File: src/rtl/seq_alu.sv
// Multi-cycle ALU: single-cycle ops land in C one edge after accept; signed MUL (radix-2 Booth)
// and DIV (non-restoring on magnitudes) iterate WIDTH cycles. Result is HI:LO in a 2*WIDTH register.
module seq_alu #(
  parameter int WIDTH = 32,
  parameter int SHW   = $clog2(WIDTH)
) (
  input  logic                 clock,
  input  logic                 clear,
  input  logic                 start,
  input  logic [4:0]           opcode,
  input  logic [WIDTH-1:0]     A,
  input  logic [WIDTH-1:0]     B,
  output logic                 ready,
  output logic                 busy,
  output logic                 done,
  output logic [2*WIDTH-1:0]   C,
  output logic                 div_by_zero
);
  localparam logic [4:0] OP_ADD = 5'b00011, OP_SUB = 5'b00100, OP_MUL = 5'b10000, OP_DIV = 5'b01111,
                         OP_SHR = 5'b01001, OP_SHL = 5'b01011, OP_SHRA = 5'b01010, OP_ROR = 5'b00111,
                         OP_ROL = 5'b01000, OP_AND = 5'b00101, OP_OR = 5'b00110, OP_NEG = 5'b10001,
                         OP_XOR = 5'b01101, OP_NOR = 5'b01110, OP_NOT = 5'b10010;
  localparam logic [SHW:0] CNT_LAST = (SHW+1)'(WIDTH-1);

  typedef enum logic [1:0] {S_IDLE, S_DONE, S_MUL, S_DIV} state_t;

  state_t               r_state, w_next;
  logic [SHW:0]         r_cnt;
  logic [WIDTH:0]       r_acc;
  logic [WIDTH+1:0]     r_rem;
  logic [WIDTH-1:0]     r_q, r_m, r_a;
  logic                 r_qm1, r_dz, r_negq, r_negr, r_dbz;
  logic [2*WIDTH-1:0]   r_c;

  logic                 w_accept, w_last, w_sext;
  logic [SHW-1:0]       w_sh, w_nsh;
  logic [WIDTH-1:0]     w_lo, w_amag, w_bmag, w_qn, w_rmag, w_dq, w_dr;
  logic [2*WIDTH-1:0]   w_alu;
  logic [WIDTH:0]       w_msx, w_sum;
  logic [WIDTH+1:0]     w_shr, w_rn;

  assign ready       = (r_state == S_IDLE) || (r_state == S_DONE);
  assign busy        = (r_state == S_MUL)  || (r_state == S_DIV);
  assign done        = (r_state == S_DONE);
  assign C           = r_c;
  assign div_by_zero = r_dbz;
  assign w_accept    = start && ready;
  assign w_last      = (r_cnt == CNT_LAST);

  // Rotates use the negated amount so a zero amount needs no special case.
  assign w_sh  = B[SHW-1:0];
  assign w_nsh = SHW'(0) - w_sh;

  always_comb begin
    w_lo   = '0;
    w_sext = 1'b0;
    case (opcode)
      OP_ADD:  begin w_lo = A + B;         w_sext = 1'b1; end
      OP_SUB:  begin w_lo = A - B;         w_sext = 1'b1; end
      OP_NEG:  begin w_lo = WIDTH'(0) - A; w_sext = 1'b1; end
      OP_AND:  w_lo = A & B;
      OP_OR:   w_lo = A | B;
      OP_XOR:  w_lo = A ^ B;
      OP_NOR:  w_lo = ~(A | B);
      OP_NOT:  w_lo = ~A;
      OP_SHR:  w_lo = A >> w_sh;
      OP_SHL:  w_lo = A << w_sh;
      OP_SHRA: w_lo = $signed(A) >>> w_sh;
      OP_ROR:  w_lo = (A >> w_sh) | (A << w_nsh);
      OP_ROL:  w_lo = (A << w_sh) | (A >> w_nsh);
      default: w_lo = '0;
    endcase
    w_alu = {(w_sext ? {WIDTH{w_lo[WIDTH-1]}} : {WIDTH{1'b0}}), w_lo};
  end

  // Booth step: W+1-bit partial sum keeps the most-negative square exact.
  assign w_msx = {r_m[WIDTH-1], r_m};
  always_comb begin
    case ({r_q[0], r_qm1})
      2'b01:   w_sum = r_acc + w_msx;
      2'b10:   w_sum = r_acc - w_msx;
      default: w_sum = r_acc;
    endcase
  end

  // Non-restoring divide on magnitudes; signs applied at the end.
  assign w_amag = A[WIDTH-1] ? WIDTH'(0) - A : A;
  assign w_bmag = B[WIDTH-1] ? WIDTH'(0) - B : B;
  assign w_shr  = {r_rem[WIDTH:0], r_q[WIDTH-1]};
  assign w_rn   = r_rem[WIDTH+1] ? w_shr + {2'b00, r_m} : w_shr - {2'b00, r_m};
  assign w_qn   = {r_q[WIDTH-2:0], ~w_rn[WIDTH+1]};
  assign w_rmag = w_rn[WIDTH+1] ? w_rn[WIDTH-1:0] + r_m : w_rn[WIDTH-1:0];
  assign w_dq   = r_negq ? WIDTH'(0) - w_qn   : w_qn;
  assign w_dr   = r_negr ? WIDTH'(0) - w_rmag : w_rmag;

  always_comb begin
    w_next = r_state;
    case (r_state)
      S_IDLE, S_DONE: begin
        if (w_accept) begin
          if (opcode == OP_MUL)      w_next = S_MUL;
          else if (opcode == OP_DIV) w_next = S_DIV;
          else                       w_next = S_DONE;
        end else begin
          w_next = S_IDLE;
        end
      end
      S_MUL, S_DIV: if (w_last) w_next = S_DONE;
      default: w_next = S_IDLE;
    endcase
  end

  always_ff @(posedge clock or negedge clear) begin
    if (!clear) begin
      r_state <= S_IDLE;
      r_cnt   <= '0;
      r_acc   <= '0;
      r_rem   <= '0;
      r_q     <= '0;
      r_m     <= '0;
      r_a     <= '0;
      r_qm1   <= 1'b0;
      r_dz    <= 1'b0;
      r_negq  <= 1'b0;
      r_negr  <= 1'b0;
      r_dbz   <= 1'b0;
      r_c     <= '0;
    end else begin
      r_state <= w_next;
      case (r_state)
        S_IDLE, S_DONE: if (w_accept) begin
          r_cnt  <= '0;
          r_acc  <= '0;
          r_rem  <= '0;
          r_qm1  <= 1'b0;
          r_a    <= A;
          r_dz   <= (B == '0);
          r_negq <= A[WIDTH-1] ^ B[WIDTH-1];
          r_negr <= A[WIDTH-1];
          if (opcode == OP_DIV) begin
            r_q <= w_amag;
            r_m <= w_bmag;
          end else begin
            r_q <= B;
            r_m <= A;
          end
          if (opcode != OP_MUL && opcode != OP_DIV) begin
            r_c   <= w_alu;
            r_dbz <= 1'b0;
          end
        end
        S_MUL: begin
          r_cnt <= r_cnt + 1'b1;
          r_acc <= {w_sum[WIDTH], w_sum[WIDTH:1]};
          r_q   <= {w_sum[0], r_q[WIDTH-1:1]};
          r_qm1 <= r_q[0];
          if (w_last) begin
            r_c   <= {w_sum, r_q[WIDTH-1:1]};
            r_dbz <= 1'b0;
          end
        end
        S_DIV: begin
          r_cnt <= r_cnt + 1'b1;
          r_rem <= w_rn;
          r_q   <= w_qn;
          if (w_last) begin
            r_c   <= r_dz ? {r_a, {WIDTH{1'b1}}} : {w_dr, w_dq};
            r_dbz <= r_dz;
          end
        end
        default: ;
      endcase
    end
  end
endmodule

File: config.mk
export PLATFORM = sky130hd
export DESIGN_NAME = seq_alu
export DESIGN_NICKNAME = d
export VERILOG_FILES = /design/src/rtl/seq_alu.sv
export SDC_FILE = /design/constraint.sdc
export NUM_CORES = 2
export LEC_CHECK = 0
export CAP_MARGIN = 40
export CORE_MARGIN = 8
export CORE_UTILIZATION = 30
export CTS_CLUSTER_SIZE = 8
export DETAILED_ROUTE_END_ITERATION = 12
export PLACE_DENSITY = 0.49
export SETUP_SLACK_MARGIN = 0.4
export SLEW_MARGIN = 0
export SYNTH_ARGS = -nofsm -noshare
export SYNTH_HDL_FRONTEND = slang
export SYNTH_SLANG_ARGS = --single-unit
File: constraint.sdc
create_clock -name clock -period 18.3 [get_ports clock]
set_input_delay 2.745 -clock clock [delete_from_list [all_inputs] [get_ports clock]]
set_output_delay 2.745 -clock clock [all_outputs]
set_load 0.02 [all_outputs]
==> impl_metrics.ini <==
[sta]
setup_tns_ns = 0
slew_headroom = 0.285
setup_violations = 0
fin_skew_ns = 0.0228
period_share = 0.500
fmax_mhz = 109
worst_slew_pin_slew_ns = 1.07
period_needed_ns = 9.15
hold_violations = 0
drv_slew = 0
rsz0062_at_grt = false

[power]
internal_power_mw = 2.94
p_sw_mw = 3.91
p_sw_frac = 0.571
cellPowerDensity_nw_per_um2 = 190
p_comb_frac = 0.767
clkPwrFrac = 0.098
power_frac_seq = 0.135
leakage_nw = 14.8
peakVddDrop_uv = 108

[critical_path]
critPathKind = in -> reg
cp.arrival_ns = 9.60
cp.required_ns = 18.76
crit_chain = buf_2 -> buf_4 -> inv_2 -> ha_2 -> nor3b_2 -> nand4_1 -> nor3_1 -> nand2_1 -> or4_1 -> nand2b_1 -> o21ai_0 -> xnor2_1 -> ha_1 -> a21oi_1 -> nor2b_1 -> o21ai_0 -> nand2_1 -> a21oi_1 -> nor2_1 -> nor4_1 -> and3b_1 -> o21a_1 -> o2111ai_1 -> o32a_1
endpoint_kind = flip-flop
crit_path_max_fanout = 41
cpPeakStageDelay_ns = 0.76
r2r_slack_ns = 9.50
cp-start-kind = input port
cp_slowest_cell = o21a_1

[floorplanning]
start_util = 0.303
die_w_um = 343
placementRows = 119
core-area_um2 = 106000
die_area_um2 = 117000
ios = 140
die_y_um = 343

[cts]
cts_resized = 0
cts_made_buffers = 37
clk_pin_slew_ns = 0.05
clock_sinks = 238
holdBufCountCts = 0
clock_latency_ns = 0.58
h-tree-depth = 2
clk_path_buf_depth = 3
cts_tree = yes
cts_setup_buffers = 0
cts_root_buf = clkbuf_16

[global_route]
grt_antenna_before_repair = 6
grt_max_degree = 150
grt_pass1_wl_mm = 249
met3_usage = 0.0422
grt_overflow_total = 0
grt_util_met2 = 0.431
grt_pass1_vias = 33700
use_met1 = 0.379
top_usage_layer = met2
track_usage = 0.284

[yosys]
yosys_warnings = 0
ys_top_cells_by_count = nand2_1 (658), nor2_1 (492), a21oi_1 (391), o21ai_0 (386), clkbuf_1 (283)
syn-num-nets = 4787
synth_area_per_cell_um2 = 7.10
yosysMostFrequentCell = nand2_1
synthTopCellsByArea = dfrtp_1 (19%), ha_1 (8.1%), nand2_1 (7.7%)
synth_edf_count = 0
yosysSeqAreaShare = 0.186
synthCells = 4505
synth_area_um2 = 32000
synth_top_area_share = 0.186
synthFlopType = dfrtp_1
yosysUniqueCellTypes = 92
synth_seq_cells = 238
synthArstFlopShare = 1.00
synth_top_cell_by_area = dfrtp_1

[route]
drt-total-wl_mm = 174
vias = 36200
drtIter0Drc = 4660
via_per_inst = 6.15
antenna_left = 0
post_drt_wl_per_cell_um = 29.5
first_pass_iters = 6
drc = 0

[hold_path]
hold_class = reg -> reg

[finish]
area_growth_syn_to_layout_pct = 12.6
nFillCells = 11400
finalNetCount = 4756
final_util = 0.341
drive_gt1_frac = 0.0662

[place]
gp_congestion = 1.04
dp_hpwl_mm = 133
portBuffers = 139

[flow_run]
maxCapViolations = 0

[status]
outcome = complete, no violations
logic make-up (layout without fill, tap and decap cells):
logic type | after synthesis | in the layout | share of synthesized area
buffers and inverters | 456 | 435 | 0.0543
DFF | 238 | 238 | 0.186
AOI/OAI and AO/OA | 1507 | 1507 | 0.301
other | 0 | 5 | 0
xor gates and xnor gates | 355 | 355 | 0.0975
adders and majority gates | 210 | 210 | 0.0831
and+or+nand+nor | 1567 | 1567 | 0.216
muxes | 172 | 172 | 0.0621
layout by cell type (no fill, tap or decap), drive strengths merged, types with 32 or more instances in the layout:
cell type	instances
nor3	79
a22o	33
a31oi	59
o22ai	41
buf	131
dfrtp	238
nand3	65
a21oi	391
xnor2	238
ha	206
clkdlybuf4s50	131
clkbuf	43
o21a	37
nand2	658
xor2	117
nand4	33
a211oi	98
nand2b	39
nor2	493
inv	117
a221oi	57
o21ai	399
o211ai	73
mux2	32
or3	34
a21o	61
mux2i	122
stage by stage:
step	area [µm²]	setup WS [ns]	cells	hold slack (ns)	total power [mW]
after global routing	36000	8.84	5876	0.495	7.32
final	36000	9.15	5880	0.475	6.85
after floorplan	32000	9.59	4505	0.441	4.40
after detailed placement	34900	8.78	5823	0.463	6.05
after global placement	34800	8.81	5806	0.459	6.07
after CTS	36000	9.35	5872	0.476	6.77
critical path, delay by kind of cell:
kind | cells | cell delay, ns
AND/OR/NAND/NOR | 11 | 3.32
AO/OA/AOI/OAI | 7 | 2.17
buffers and inverters | 3 | 0.53
XOR/XNOR | 1 | 0.15
adder cells (fa/ha/maj) | 2 | 0.66
path summary, 6_finish.rpt:
check                        from          to  cells past startpoint
hold / removal              r_qm1       r_qm1                      2
max in group asynchronous   clear  r_state[1]                      2
hold reg to reg             r_qm1       r_qm1                      2
setup reg to reg           r_m[0]       C[58]                     28
setup / recovery             B[1]       C[63]                     24
min in group asynchronous   clear   r_rem[14]                      1
state kept, by name, indices dropped and copies added (netlist names):
| register | count |
|---|---|
| r_rem | 34 |
| C | 64 |
| r_cnt | 6 |
| div_by_zero | 1 |
| r_a | 32 |
| r_qm1 | 1 |
| r_negq | 1 |
| r_acc | 32 |
| r_m | 32 |
| r_dz | 1 |
| r_q | 32 |
| r_state | 2 |
power by group through the flow:
stage	registers, mW	logic (mW)	clock network [mW]
final	0.925	5.25	0.673
after detailed placement	0.923	5.13	0
after global placement	0.927	5.14	0
after CTS	0.918	5.16	0.689
after floorplan	0.870	3.53	0
after global routing	0.943	5.67	0.707
area by class of cell:
class,count,area (µm²),share of cell area
clock inverter,6,109,0.00302
inverter,124,465,0.0129
multi-input combinational,3811,24400,0.679
timing repair buffer,262,2320,0.0644
sequential,238,5960,0.165
antenna,5,12.5,0.000347
clock buffer,43,968,0.0269
tap,1391,1740,0.0483
routing by layer:
metal  vias to the layer above  wire (µm)
met5                         -         26
met4                         4      12800
met3                       418      13900
met2                      1953      73900
met1                     17500      73000
li1                      16300          -
Note: power is estimated with default switching activity, not from simulation.
